File: src/rtl/ldtu_ofifo_lanes.sv
// ldtu_ofifo_lanes -- LiTE-DTU output stage.
// Buffers encoded words from the control unit in a DEPTH-word circular FIFO
// and deals them round-robin onto NLANES serializer lanes, one lane per
// read_strobe. A runtime mode selects DTU data, ATU test pattern, idle
// filler or flush. Dropped writes are tracked by a sticky flag and a
// saturating counter.
//
// Ports:
//   CLK, RST        clock, synchronous active-high reset
//   mode            00=DTU 01=ATU 10=IDLE 11=FLUSH
//   write_signal    push data_in this cycle
//   data_in         word from control unit
//   read_strobe     serializer request: load next lane word(s)
//   ATU_IN          test pattern, lane i = [i*NBITS +: NBITS]
//   DATA_OUT        registered lane words, same slicing as ATU_IN
//   full/empty/level  registered FIFO occupancy
//   losing_data     sticky drop flag (cleared by RST or FLUSH)
//   ovf_cnt         saturating dropped-write count

// One output lane register; loads d when ld is set, otherwise holds.
module ldtu_ofifo_lane #(
   parameter int               NBITS     = 32,
   parameter logic [NBITS-1:0] IDLE_WORD = '0
) (
   input  logic             CLK,
   input  logic             RST,
   input  logic             ld,
   input  logic [NBITS-1:0] d,
   output logic [NBITS-1:0] q
);
   always_ff @(posedge CLK) begin
      if (RST)     q <= IDLE_WORD;
      else if (ld) q <= d;
   end
endmodule

module ldtu_ofifo_lanes #(
   parameter int               NBITS     = 32,
   parameter int               NLANES    = 4,
   parameter int               DEPTH     = 16,
   parameter int               PTR_BITS  = 4,
   parameter logic [NBITS-1:0] IDLE_WORD = NBITS'(32'hEAAAAAAA)
) (
   input  logic                    CLK,
   input  logic                    RST,
   input  logic [1:0]              mode,
   input  logic                    write_signal,
   input  logic [NBITS-1:0]        data_in,
   input  logic                    read_strobe,
   input  logic [NLANES*NBITS-1:0] ATU_IN,
   output logic [NLANES*NBITS-1:0] DATA_OUT,
   output logic                    full,
   output logic                    empty,
   output logic [PTR_BITS:0]       level,
   output logic                    losing_data,
   output logic [7:0]              ovf_cnt
);
   localparam int SEL_W = (NLANES > 1) ? $clog2(NLANES) : 1;
   localparam logic [1:0] M_DTU = 2'b00, M_ATU = 2'b01, M_FLUSH = 2'b11;

   typedef struct packed {
      logic             ld;
      logic [NBITS-1:0] d;
   } lane_req_t;

   logic [NBITS-1:0]             mem [DEPTH];
   logic [PTR_BITS-1:0]          rd_ptr, wr_ptr;
   logic [PTR_BITS:0]            level_nxt;
   logic [SEL_W-1:0]             lane_sel, eff_sel, nxt_sel;
   logic [1:0]                   mode_q;
   logic                         mode_chg, flush, pop, push, drop;
   logic [NLANES-1:0][NBITS-1:0] atu, lane_q;
   logic [NBITS-1:0]             head;

   assign atu      = ATU_IN;
   assign DATA_OUT = lane_q;
   assign head     = mem[rd_ptr];

   // A mode change restarts the lane rotation; a strobe on that same edge
   // already targets lane 0.
   assign mode_chg = (mode != mode_q);
   assign flush    = (mode == M_FLUSH);
   assign eff_sel  = mode_chg ? '0 : lane_sel;
   assign nxt_sel  = (eff_sel == SEL_W'(NLANES - 1)) ? '0 : eff_sel + 1'b1;

   // Pop only in DTU mode. A full FIFO still takes a write when it pops in
   // the same cycle (full implies non-empty, so pop is possible then).
   assign pop  = read_strobe && (mode == M_DTU) && !empty;
   assign push = write_signal && !flush && (!full || pop);
   assign drop = write_signal && !flush && full && !pop;

   assign level_nxt = level + {{PTR_BITS{1'b0}}, push} - {{PTR_BITS{1'b0}}, pop};

   always_ff @(posedge CLK) begin
      if (RST) begin
         rd_ptr      <= '0;
         wr_ptr      <= '0;
         level       <= '0;
         empty       <= 1'b1;
         full        <= 1'b0;
         losing_data <= 1'b0;
         ovf_cnt     <= '0;
         lane_sel    <= '0;
         mode_q      <= M_DTU;
      end else begin
         mode_q <= mode;
         if (read_strobe && (mode == M_DTU)) lane_sel <= nxt_sel;
         else if (mode_chg)                  lane_sel <= '0;

         if (flush) begin
            rd_ptr      <= '0;
            wr_ptr      <= '0;
            level       <= '0;
            empty       <= 1'b1;
            full        <= 1'b0;
            losing_data <= 1'b0;
            ovf_cnt     <= '0;
         end else begin
            if (push) wr_ptr <= wr_ptr + 1'b1;
            if (pop)  rd_ptr <= rd_ptr + 1'b1;
            level <= level_nxt;
            empty <= (level_nxt == '0);
            full  <= (level_nxt == (PTR_BITS+1)'(DEPTH));
            if (drop) begin
               losing_data <= 1'b1;
               if (ovf_cnt != 8'hFF) ovf_cnt <= ovf_cnt + 8'd1;
            end
         end
      end
   end

   // Storage is not reset; pointers alone define validity. When full, a
   // simultaneous write and pop share an address: the lane takes the old
   // head (combinational read) while the new word overwrites it.
   always_ff @(posedge CLK) begin
      if (push) mem[wr_ptr] <= data_in;
   end

   for (genvar i = 0; i < NLANES; i++) begin : g_lane
      lane_req_t req;

      always_comb begin
         req.ld = 1'b0;
         req.d  = IDLE_WORD;
         if (read_strobe) begin
            case (mode)
               M_DTU: begin
                  req.ld = (eff_sel == SEL_W'(i));
                  req.d  = empty ? IDLE_WORD : head;
               end
               M_ATU: begin
                  req.ld = 1'b1;
                  req.d  = atu[i];
               end
               default: req.ld = 1'b1;   // IDLE and FLUSH drive filler
            endcase
         end
      end

      ldtu_ofifo_lane #(.NBITS(NBITS), .IDLE_WORD(IDLE_WORD)) u_lane (
         .CLK (CLK),
         .RST (RST),
         .ld  (req.ld),
         .d   (req.d),
         .q   (lane_q[i])
      );
   end
endmodule

File: config.mk
export PLATFORM = sky130hd
export DESIGN_NAME = ldtu_ofifo_lanes
export DESIGN_NICKNAME = d
export VERILOG_FILES = /design/src/rtl/ldtu_ofifo_lanes.sv
export SDC_FILE = /design/constraint.sdc
export NUM_CORES = 1
export LEC_CHECK = 0
export ABC_AREA = 0
export CORE_ASPECT_RATIO = 1.5
export CORE_UTILIZATION = 52
export DETAILED_ROUTE_END_ITERATION = 10
export PLACE_DENSITY = 0.78
export REMOVE_ABC_BUFFERS = 1
export SLEW_MARGIN = 10
export SYNTH_ARGS = -nofsm -noshare
export SYNTH_HDL_FRONTEND = slang
export SYNTH_SLANG_ARGS = --single-unit
export TNS_END_PERCENT = 20
File: constraint.sdc
create_clock -name CLK -period 4.9 [get_ports CLK]
set_input_delay 0.735 -clock CLK [delete_from_list [all_inputs] [get_ports CLK]]
set_output_delay 0.735 -clock CLK [all_outputs]
set_load 0.02 [all_outputs]
== Word-level counts from Yosys, hierarchy flattened ==
Memory sizes are Yosys's and may differ from the RTL's. A register that Yosys moved wholly into a read port is not among the register bits.
Index checks and enable logic that the tools add are counted.

* Memory bits (writable): 512
* Memories kept: 1
* Latch bits: 0
* Word-level logic and storage cells: 64
* Memory bits (read-only): 0
* Bits in registers: 156

* Multiply operators: 0
* Add/subtract/negate cells: 6
* Reductions and logical operators: 16
* Shift-type cells: 0
* Equality and inequality tests: 8
* Bitwise gates (word level): 0
* Mux-type cells: 20
* Divide/modulo/power cells: 0
* $lt $le $gt $ge: 0

{| class="wikitable"
|+ Memories
! memory !! depth !! width !! read ports !! clocked after memory_dff !! wr ports !! RTL line !! text
|-
| mem || 16 || 32 || 1 || 1 || 1 || 66 || <nowiki>logic [NBITS-1:0] mem [DEPTH];</nowiki>
|}

{| class="wikitable"
|+ Operators by type and width
! kind !! number
|-
| $pmux W32 S2 || 4
|-
| $mux W33 || 4
|-
| $mux W32 || 1
|-
| $add A4 B1 Y4 const B || 2
|-
| $add A8 B1 Y8 const B || 1
|-
| $mux W4 || 2
|-
| $ne A8 B8 Y1 const B || 1
|-
| $eq A2 B2 Y1 const B || 3
|-
| $logic_and A1 B1 Y1 || 6
|-
| $mux W1 || 6
|-
| $mux W2 || 3
|-
| $add A5 B1 Y5 || 1
|-
| $eq A5 B5 Y1 const B || 1
|-
| $logic_not A5 Y1 || 1
|-
| $sub A5 B1 Y5 || 1
|-
| $eq A2 B1 Y1 const B || 2
|-
| $logic_not A1 Y1 || 4
|-
| $logic_not A2 Y1 || 2
|-
| $add A2 B1 Y2 const B || 1
|-
| $ne A2 B2 Y1 || 1
|-
| $reduce_and A2 Y1 || 1
|-
| $reduce_or A2 Y1 || 1
|-
| $logic_or A1 B1 Y1 || 1
|}

== Longest topological paths before layout ==
Gate-level depths: netlist (run 1).

* Word-level depth: 8
* Gate-level depth with buffers: 16
* Depth with buffers taken out: 13

== Hierarchy ==
A second synthesis (run 1) with hierarchy kept.

* Cell total of the unflattened synthesis: 1,916
* Area, all modules: 27,117.3 um2

{| class="wikitable"
|+ By module, submodules not included
! module !! cells an instance !! area an instance (um2) !! seq. area each (um2) !! instances
|-
| ldtu_ofifo_lanes || 1,500 || 22,402.7 || 16,015.4 || 1
|-
| ldtu_ofifo_lane || 104 || 1,178.6 || 640.6 || 4
|}

== Worst setup path before layout (run 1) ==
Ideal clock, no wire load.

* Kind: input to register
* Start: in mode[0]
* End: mem mem[3][0] (enable)
* Arrival: 4.044 ns
* Required time: 4.439 ns
* Library setup time: 0.461 ns
* Stages: 6
* Slack: 0.395 ns
* Path buffers: 2
* Cell sequence: buf_2 nor4b_4 o21a_1 buf_2 nand2_1 nor3_1

* Cells in the longest elaborated chain, start to end: 7

{| class="wikitable"
|+ Ends and longest elaborated chain
! element !! RTL line !! text
|-
| start, declared || 46 || <nowiki>input logic [1:0] mode,</nowiki>
|-
| $logic_not A2 Y1 || 88 || <nowiki>assign pop = read_strobe && (mode == M_DTU) && !empty;</nowiki>
|-
| $logic_and A1 B1 Y1 (2 in series) || 88 ||
|-
| named net pop || 71 || <nowiki>logic mode_chg, flush, pop, push, drop;</nowiki>
|-
| $logic_or A1 B1 Y1 || 89 || <nowiki>assign push = write_signal && !flush && (!full || pop);</nowiki>
|-
| $logic_and A1 B1 Y1 || 89 ||
|-
| $mux W1 || 136 || <nowiki>if (push) mem[wr_ptr] <= data_in;</nowiki>
|-
| $mux W1 (implied by the code) || 136 ||
|-
| end, declared || 66 ||
|}

The timed path passes the listed nets, and every way through them passes these cells.

== Final worst setup path (run 1) ==
* Start: in read_strobe
* End: reg full

* Cells in the longest elaborated chain, start to end: 7

{| class="wikitable"
|+ Ends and longest elaborated chain
! element !! RTL line !! text
|-
| start, declared || 49 || <nowiki>input logic read_strobe,</nowiki>
|-
| $logic_and A1 B1 Y1 (*) (2 in series) || 88 ||
|-
| named net pop || 71 ||
|-
| $logic_or A1 B1 Y1 || 89 ||
|-
| $logic_and A1 B1 Y1 || 89 ||
|-
| $add A5 B1 Y5 || 92 || <nowiki>assign level_nxt = level + {{PTR_BITS{1'b0}}, push} - {{PTR_BITS{1'b0}}, pop};</nowiki>
|-
| $sub A5 B1 Y5 (*) || 92 ||
|-
| $eq A5 B5 Y1 (*) || 123 || <nowiki>full <= (level_nxt == (PTR_BITS+1)'(DEPTH));</nowiki>
|-
| end signal, assigned || 123 ||
|-
| end, declared || 52 || <nowiki>output logic full,</nowiki>
|}

Mark *: on every way through the listed nets, which the timed path passes. The rest lies on a longest branch.
A chain may end at the register's enable or synchronous reset.

==> results of run 1 <==
cell usage after synthesis, types with 2 or more instances:
cell type / n / area share, %
clkbuf_1: 63 / 0.90
nor3_1: 13 / 0.25
a211oi_1: 4 / 0.11
nand3_1: 39 / 0.74
nand2_1: 22 / 0.31
nor3b_1: 2 / 0.057
buf_6: 10 / 0.43
o21ai_0: 104 / 2.0
mux4_2: 125 / 11
nor2_1: 43 / 0.61
nand4_1: 16 / 0.38
o21a_1: 6 / 0.17
xnor2_1: 10 / 0.33
o21ai_1: 63 / 1.2
xor2_1: 8 / 0.27
mux2_4: 10 / 0.57
nand3b_1: 13 / 0.37
inv_1: 13 / 0.19
edfxtp_1: 512 / 59
buf_2: 28 / 0.53
inv_2: 2 / 0.029
buf_4: 8 / 0.23
o22ai_1: 32 / 0.76
or3_1: 9 / 0.21
dfxtp_1: 160 / 12
buf_1: 5 / 0.072
ha_1: 15 / 0.72
o22ai_2: 14 / 0.67
nand2b_1: 4 / 0.095
mux2i_1: 24 / 0.92
a21oi_1: 185 / 3.5
nor2b_1: 6 / 0.14
nor4_1: 2 / 0.048
mux2_2: 18 / 0.77
nor4_2: 2 / 0.095
layer usage:
metal | vias to the layer above | global-route usage (%) | wire length, um
met2 | 894 | 46.56 | 35480
li1 | 6976 | - | -
met5 | - | 0 | 14
met4 | 2 | 11.89 | 2786
met1 | 8132 | 32.74 | 23740
met3 | 170 | 5.011 | 5932
cell type report:
cell class | count | area [um2]
Antenna cell | 2 | 5.005
Clock buffer | 82 | 1673
Clock inverter | 27 | 245.2
Fill cell | 3391 | 17510
Inverter | 15 | 56.30
Multi-Input combinational cell | 809 | 7187
Sequential cell | 672 | 18590
Tap cell | 663 | 829.5
Timing Repair Buffer | 364 | 3576
state kept, by name, summed over array words and instances, names as in the netlist, named ones only:
signal and flops:
mem 512, g_lane.u_lane.q 128, ovf_cnt 8, level 5, rd_ptr 4, wr_ptr 4
lane_sel 2, mode_q 2, empty 1, full 1, losing_data 1
power groups by stage:
stage / Sequential (mW) / Combinational [mW] / Clock [mW]
after floorplan: 6.61 / 0.480 / 0
after global placement: 6.50 / 1.17 / 0
after detailed placement: 6.51 / 1.20 / 0
after CTS: 6.38 / 1.21 / 4.65
after global routing: 6.40 / 1.29 / 4.85
final: 6.38 / 1.21 / 4.60
path summary, 6_finish.rpt:
| check | to | depth (start not counted) |
|---|---|---|
| worst max-delay path | full | 15 |
| worst min-delay path | losing_data | 2 |
| worst max register to register | full | 13 |
| worst min register to register | losing_data | 2 |
worst reg2reg max path: cells and delay by family (launching register included):
kind                       cells  cell delay [ps]
buffers and inverters          3              170
and+or+nand+nor                5             1190
AOI/OAI and AO/OA              2              590
adders and majority gates      3              840
DFF                            1              500
metrics by stage:
stage               hold slack, ps  cell area, um2  setup TNS (ps)  instances
CTS                          455.7           32150               0       2632
global route                 515.0           32160               0       2634
detailed placement           444.5           30240               0       2523
finish                       461.2           32160               0       2634
floorplan                    484.7           25680         -192020       1496
global placement             435.1           30240               0       2523
kinds of logic after synthesis:
| kind of cell | count (synthesis) | share of synthesized area, % |
|---|---|---|
| AND/OR/NAND/NOR | 179 | 3.642 |
| flip-flops | 672 | 70.78 |
| XOR/XNOR | 18 | 0.6007 |
| AO/OA/AOI/OAI | 418 | 8.776 |
| multiplexers | 178 | 13.03 |
| adder cells (fa/ha/maj) | 16 | 0.7913 |
| buffers and inverters | 129 | 2.379 |
==> run_results.csv, run 1 <==
group,metric,value,unit
routing,ant_nets,0,
placed_design,gp_congestion,0.8180,
final_layout,mostFrequentLayoutCells,"edfxtp_1, clkdlybuf4s50_1, a21oi_1",
synthesis,ys_seq_elements,672,
final_layout,nNetsFinal,2102,
sta,setup_viol,0,
worst_setup_path,r2r_setup_slack,1540,ps
die,initial_core_util,52.84,%
cts,cts_hold_buf,0,
sta,final_hold_viol_count,0,
worst_setup_path,crit_chain,"clkdlybuf4s50_1 > buf_4 > nor4b_4 > o21a_1 > inv_2 > ha_1 > inv_1 > ha_1 > inv_1 > fa_1 > nor2b_1 > o21a_1 > nor3_1 > nor3b_1 > nor2b_1",
synthesis,async_reset_ff_share,0,%
cts,htreeDepth,2,
die,ioPinCount,310,
cts,tritoncts,"yes",
routing,first_pass_iters,5,
final_layout,fin_util,64.74,%
die,die-area,51390,um2
cts,cts-buffers-inserted,58,
cts,clk_pin_slew_worst_paths,70,ps
worst_setup_path,max_stage_delay,470,ps
worst_setup_path,regToRegStartpoint,"empty",
power_and_ir_drop,p_sw_share,23.13,%
placed_design,dp_slack,730.1,ps
worst_setup_path,cp_max_fo,14,
global_routing,grt_usage,26.99,%
sta,fin_worst_skew,31.92,ps
cts,cts_resized,0,
job,maxCapViolations,0,
die,die_h,277.2,um
placed_design,dp_hpwl,41970,um
cts,cts_buffer_depth,3,
worst_setup_path,path_class,"input port to flop",
power_and_ir_drop,power.leakage,10.20,nW
synthesis,dominantRegCellSynth,"edfxtp_1",
final_layout,drive_gt1_share,17.93,%
routing,drt_iter0_markers,1710,
global_routing,grt_pass1_vias,16860,
power_and_ir_drop,power_frac_comb,9.9,%
synthesis,ys_seq_area_share,70.78,%
global_routing,grt_pass1_wl,101700,um
worst_setup_path,cp-start-kind,"input port",
die,rows,100,
sta,setup_slack,1325,ps
synthesis,netlist_instances,1610,
final_layout,layout_commonest_cell,"edfxtp_1",
placed_design,port_buffers,309,
power_and_ir_drop,vdd_drop_max,0.0002817,V
sta,max_freq,0.2797,GHz
routing,routed_via_density,6.140,
global_routing,grt_overflow,0,
synthesis,synth-warning-count,0,
sta,slew_headroom,27.47,%
power_and_ir_drop,pwr-share-seq,52.4,%
synthesis,syn_area,26250,um2
sta,tightest_slew,1088,ps
worst_setup_path,path_delay_family,"simple AND/OR/NAND/NOR gates",
global_routing,grt_max_degree,81,
worst_setup_path,worstSetupEndpointType,"flop",
routing,routed_wirelength,67950,um
power_and_ir_drop,p_int,9.370,mW
power_and_ir_drop,pwr-share-clk,37.7,%
synthesis,ys_types,55,
sta,rsz0062_at_grt,"no",
synthesis,syn_area_per_cell,16.30,um2
cts,cts-root-buf,"clkbuf_16",
cts,clock-sinks,672,
worst_hold_path,hold_path_startpoint,"losing_data",
run_status,status,"completed",
power_and_ir_drop,p_per_area,379.0,nW/um2
worst_setup_path,startpoint,"read_strobe",
worst_setup_path,arrival,4120,ps
sta,min_period,3575,ps
final_layout,syn_to_final_growth,22.53,%
sta,slew_viol_final,0,
die,die_w,185.4,um
worst_setup_path,crit_slowest_cell,"nor4b_4",
worst_setup_path,crit_buf_inv,5,
worst_setup_path,cp.required,5450,ps
routing,drc,0,
synthesis,synth_edf_count,512,
worst_hold_path,hold_path_class,"flop to flop",
global_routing,antenna_found_initial,5,
power_and_ir_drop,switching_power,2.820,mW
die,core_area,49670,um2
cts,cts_setup_buffers,0,
power_and_ir_drop,p_total,12.19,mW
routing,wl_per_cell,25.80,um
sta,min_period_over_period,72.96,%
cts,clock_latency,620,ps
routing,via_count,16170,
No activity file was read; power rests on OpenSTA's default activity.
==> run 2: changes to the inputs <==
==> constraint.sdc (replaced) <==
create_clock -name CLK -period 3.64 [get_ports CLK]
set_input_delay 0.546 -clock CLK [delete_from_list [all_inputs] [get_ports CLK]]
set_output_delay 0.546 -clock CLK [all_outputs]
set_load 0.02 [all_outputs]
==> run 2 against run 1 <==
  * Non-clock buffer count increased by 24
  * Clock skew decreased by 13 ps
  * Global-route usage barely moved
  * Sequential share of layout area is 0.46 points lower
  * Cell area increased by 0.80%
  * Worst hold slack got worse by 3.2 ps
  * Largest cell class unchanged
  * Highest routed layer unchanged
==> run_results.csv, run 2 (same netlist as run 1, synthesis figures left out) <==
group,metric,value,unit
cts,cts_buffer_depth,3,
worst_setup_path,cp-start-kind,"flop",
power_and_ir_drop,p_sw_share,22.61,%
sta,max_freq,0.3473,GHz
final_layout,layout_commonest_cell,"edfxtp_1",
sta,setup_slack,760.8,ps
routing,drc,0,
die,die-area,51390,um2
die,die_h,277.2,um
sta,min_period_over_period,79.10,%
final_layout,drive_gt1_share,18.72,%
die,ioPinCount,310,
routing,wl_per_cell,25.86,um
placed_design,gp_congestion,0.8237,
worst_hold_path,hold_path_class,"flop to flop",
power_and_ir_drop,vdd_drop_max,0.0003994,V
power_and_ir_drop,p_int,12.78,mW
routing,via_count,16270,
sta,setup_viol,0,
die,initial_core_util,52.84,%
cts,clock_latency,600,ps
final_layout,nNetsFinal,2126,
final_layout,syn_to_final_growth,23.51,%
final_layout,reg_top3,"mem (512), g_lane.u_lane.q (128), ovf_cnt (8)",
placed_design,dp_slack,188.4,ps
cts,cts-root-buf,"clkbuf_16",
cts,cts_resized,0,
cts,cts-buffers-inserted,58,
cts,tritoncts,"yes",
final_layout,num-fill-cells,3335,
global_routing,grt_usage,26.99,%
worst_setup_path,path_class,"flop to flop",
global_routing,grt_max_degree,60,
sta,slew_headroom,41.94,%
routing,first_pass_iters,5,
worst_setup_path,arrival,3320,ps
power_and_ir_drop,switching_power,3.734,mW
routing,ant_nets,0,
global_routing,antenna_found_initial,5,
power_and_ir_drop,pwr-share-seq,52.0,%
final_layout,mostFrequentLayoutCells,"edfxtp_1, clkdlybuf4s50_1, a21oi_1",
worst_setup_path,cp.required,4080,ps
worst_setup_path,cp_max_fo,11,
global_routing,grt_pass1_wl,101300,um
die,rows,100,
final_layout,multi_input_area,7187,um2
power_and_ir_drop,p_per_area,509.5,nW/um2
sta,slew_viol_final,0,
cts,cts_setup_buffers,0,
sta,final_hold_viol_count,0,
power_and_ir_drop,power_frac_comb,10.0,%
cts,htreeDepth,2,
sta,fin_worst_skew,19.28,ps
worst_setup_path,worstSetupEndpointType,"flop",
placed_design,port_buffers,309,
die,die_w,185.4,um
sta,min_period,2879,ps
cts,clk_pin_slew_worst_paths,60,ps
routing,drt_iter0_markers,1464,
final_layout,regMostFlops,"mem",
sta,timing.hold.ws,457.9,ps
global_routing,grt_overflow,0,
power_and_ir_drop,pwr-share-clk,38.0,%
cts,cts_hold_buf,0,
job,maxCapViolations,0,
die,core_area,49670,um2
final_layout,largest_reg_flops,512,
sta,rsz0062_at_grt,"no",
placed_design,dp_hpwl,42650,um
routing,routed_via_density,6.118,
routing,routed_wirelength,68800,um
cts,clock-sinks,672,
global_routing,grt_pass1_vias,16830,
power_and_ir_drop,power.leakage,10.33,nW
final_layout,seqCellArea,18590,um2
run_status,status,"completed",
sta,tightest_slew,868.8,ps
-- run 2: cell types whose count changed in the layout (fill, tap and decap cells not counted), moves of 2 or more --
| cell | delta |
|---|---|
| clkbuf_1 | +8 |
| clkinv_2 | -3 |
| buf_12 | +4 |
| clkinv_1 | -4 |
| buf_4 | +20 |
| clkbuf_8 | -7 |
| bufinv_16 | +4 |
| diode_2 | +2 |
-- run 2: path summary, 6_finish.rpt --
kind               start           to  slack (ps)  depth (start not counted)
min          losing_data  losing_data         460                          2
max                empty        empty         760                         13
min reg2reg  losing_data  losing_data         460                          2
max reg2reg        empty        empty         760                         13
-- run 2: worst max-delay path, stage by stage (launching register included) --
cell     delay (ps)
dfxtp_1         500
nor4b_4         330
o21a_1          220
inv_2            40
ha_1            260
inv_1            50
ha_1            160
inv_1            60
fa_1            410
nor2b_1         130
o21a_1          140
nor3_1           50
nor3b_1         300
a31oi_1          80
-- run 2: layout make-up --
class	instances	share of cell area, %
Sequential cell	672	57.34
Timing Repair Buffer	388	11.74
Clock inverter	26	1.027
Clock buffer	83	4.956
Inverter	15	0.1737
Multi-Input combinational cell	809	22.17
Tap cell	663	2.559
Antenna cell	4	0.03088
-- run 2: through the flow --
| stage | util [%] | instances | instance area [um2] | TNS [ps] | total power [mW] |
|---|---|---|---|---|---|
| after CTS | 65.24 | 2656 | 32410 | 0 | 16.60 |
| after floorplan | - | 1496 | 25680 | -417960 | 9.546 |
| final | 65.26 | 2660 | 32420 | 0 | 16.51 |
| after global routing | 65.26 | 2660 | 32420 | 0 | 17.00 |
| after global placement | 61.33 | 2547 | 30470 | 0 | 10.33 |
| after detailed placement | 61.33 | 2547 | 30470 | 0 | 10.39 |
-- run 2: power groups by stage --
stage	clock [mW]	combinational (mW)	sequential, mW
4_1_cts	6.37	1.65	8.59
2_1_floorplan	0	0.647	8.90
3_5_place_dp	0	1.63	8.75
6_report	6.28	1.65	8.59
5_1_grt	6.65	1.75	8.61
3_3_place_gp	0	1.59	8.74
-- run 2: layer usage --
metal | vias to the layer above | track usage (%) | share of wire, %
li1 | 7032 | - | -
met5 | - | 0 | 0.015
met2 | 893 | 47.45 | 52
met1 | 8173 | 32.04 | 35
met4 | 2 | 11.36 | 3.7
met3 | 173 | 5.116 | 8.7
==> run 3: changes to the inputs <==
==> constraint.sdc (replaced) <==
create_clock -name CLK -period 3 [get_ports CLK]
set_input_delay 0.45 -clock CLK [delete_from_list [all_inputs] [get_ports CLK]]
set_output_delay 0.45 -clock CLK [all_outputs]
set_load 0.02 [all_outputs]
==> run 3 against run 2 <==
  * Final cell count grew 0.53%
  * Utilization grew 0.71 points
  * Clock power grew 20%
  * Global-route usage shrank 0.22 points
  * Die area is the same
  * Combinational power grew 27%
  * Critical path type is now input port to flop
==> run_results.csv, run 3 (same netlist as run 1, synthesis figures left out) <==
group,metric,value,unit
run_status,status,"completed",
worst_setup_path,worstSetupEndpointType,"flop",
power_and_ir_drop,p_sw_share,22.83,%
power_and_ir_drop,vdd_drop_max,0.0005032,V
final_layout,reg_top3,"mem (512), g_lane.u_lane.q (128), ovf_cnt (8)",
placed_design,dp_hpwl,42570,um
die,core_area,49670,um2
worst_setup_path,max_stage_delay,480,ps
global_routing,grt_overflow,0,
sta,finalSetupTns,0,ps
power_and_ir_drop,p_int,15.44,mW
power_and_ir_drop,power_frac_comb,10.5,%
job,maxCapViolations,0,
global_routing,grt_pass1_vias,16760,
routing,ant_nets,0,
die,initial_core_util,52.84,%
power_and_ir_drop,power.leakage,10.44,nW
final_layout,nNetsFinal,2140,
power_and_ir_drop,pwr-share-seq,51.9,%
power_and_ir_drop,switching_power,4.567,mW
global_routing,grt_usage,26.77,%
routing,first_pass_iters,5,
final_layout,drive_gt1_share,18.94,%
placed_design,port_buffers,309,
routing,routed_wirelength,68180,um
final_layout,layout_commonest_cell,"edfxtp_1",
die,die_w,185.4,um
die,die_h,277.2,um
cts,cts_setup_buffers,0,
die,rows,100,
final_layout,syn_to_final_growth,24.85,%
final_layout,mostFrequentLayoutCells,"edfxtp_1, clkdlybuf4s50_1, a21oi_1",
worst_setup_path,crit_slowest_cell,"clkdlybuf4s50_1",
placed_design,placed_cell_area,30840,um2
sta,max_freq,0.3591,GHz
cts,cts_resized,0,
worst_hold_path,whs_path_depth,3,
worst_setup_path,arrival,3310,ps
power_and_ir_drop,pwr-share-clk,37.6,%
cts,tritoncts,"yes",
power_and_ir_drop,p_total,20.01,mW
routing,wl_per_cell,25.50,um
cts,clock-sinks,672,
routing,via_count,16240,
global_routing,grt_max_degree,72,
final_layout,layoutNonFillerInstCount,2674,
sta,setup_viol,0,
die,die-area,51390,um2
sta,slew_viol_final,0,
final_layout,regMostFlops,"mem",
cts,cts_hold_buf,0,
placed_design,gp_congestion,0.8631,
routing,drc,0,
cts,clk_pin_slew_worst_paths,70,ps
power_and_ir_drop,p_per_area,610.5,nW/um2
sta,min_period_over_period,92.83,%
worst_setup_path,path_class,"input port to flop",
sta,final_hold_viol_count,0,
sta,slew_headroom,49.20,%
worst_setup_path,reg2reg_depth,13,
cts,cts-buffers-inserted,59,
global_routing,antenna_found_initial,7,
sta,rsz0062_at_grt,"no",
cts,cts-root-buf,"clkbuf_16",
cts,htreeDepth,2,
worst_setup_path,crit_chain,"clkdlybuf4s50_1 > nor4b_4 > o21a_1 > inv_2 > ha_1 > inv_1 > ha_1 > inv_1 > fa_1 > nor2b_1 > o21a_1 > nor3_1 > nor3b_1 > nor2b_1",
worst_setup_path,cp_max_fo,3,
global_routing,grt_pass1_wl,101300,um
worst_setup_path,r2r_setup_slack,280,ps
sta,tightest_slew,762.0,ps
routing,drt_iter0_markers,1309,
routing,routed_via_density,6.074,
sta,fin_worst_skew,22.64,ps
final_layout,fin_util,65.97,%
final_layout,largest_reg_flops,512,
die,ioPinCount,310,
worst_setup_path,cp-start-kind,"input port",
sta,min_period,2785,ps
placed_design,dp_cells,2560,
cts,clock_latency,600,ps
worst_setup_path,cp.required,3520,ps
cts,cts_buffer_depth,3,
final_layout,fin_area,32770,um2
worst_hold_path,hold_path_class,"input port to flop",
## run 3: path summary, 6_finish.rpt
check	start	to
worst max-delay path	mode[0]	full
worst min-delay path	RST	g_lane[3].u_lane.q[9]
worst max register to register	empty	full
worst min register to register	losing_data	losing_data
## run 3: worst max-delay path: cells and delay by family
family                   cells  cell delay (ps)
AND/OR/NAND/NOR              5             1050
adder cells (fa/ha/maj)      3              830
AO/OA/AOI/OAI                2              350
buffers and inverters        4              640
## run 3: metal layers
metal  GRT usage (%)  share of wire, %  up-vias
met3           3.196               7.1      134
li1                -                 -     7060
met1           32.78                36     8311
met4           10.60               3.5        4
met2           47.72                53      732
met5               0             0.040        -
## run 3: power by group through the flow
stage	sequential [mW]	combinational, mW	clock, mW
after global routing	10.4	2.22	7.98
final	10.4	2.09	7.53
after CTS	10.4	2.09	7.62
after detailed placement	10.6	2.07	0
after global placement	10.6	2.01	0
after floorplan	10.8	0.785	0
## run 3: area by class of cell
cell class,instances,area (um2)
fillers,3271,16900
clock inverters,34,339.1
repair buffers,401,4179
clock buffers,75,1578
well taps,663,829.5
flip-flops and latches,672,18590
inverters,15,56.30
diodes,5,12.51
multi-input cells,809,7187
## run 3: through the flow
stage | hold WS (ps) | setup WS, ps
2_1_floorplan | 484.7 | -3589
3_3_place_gp | 434.3 | -200.1
3_5_place_dp | 453.2 | -321.0
4_1_cts | 276.6 | 280.9
5_1_grt | 298.3 | 11.58
6_report | 298.2 | 215.1
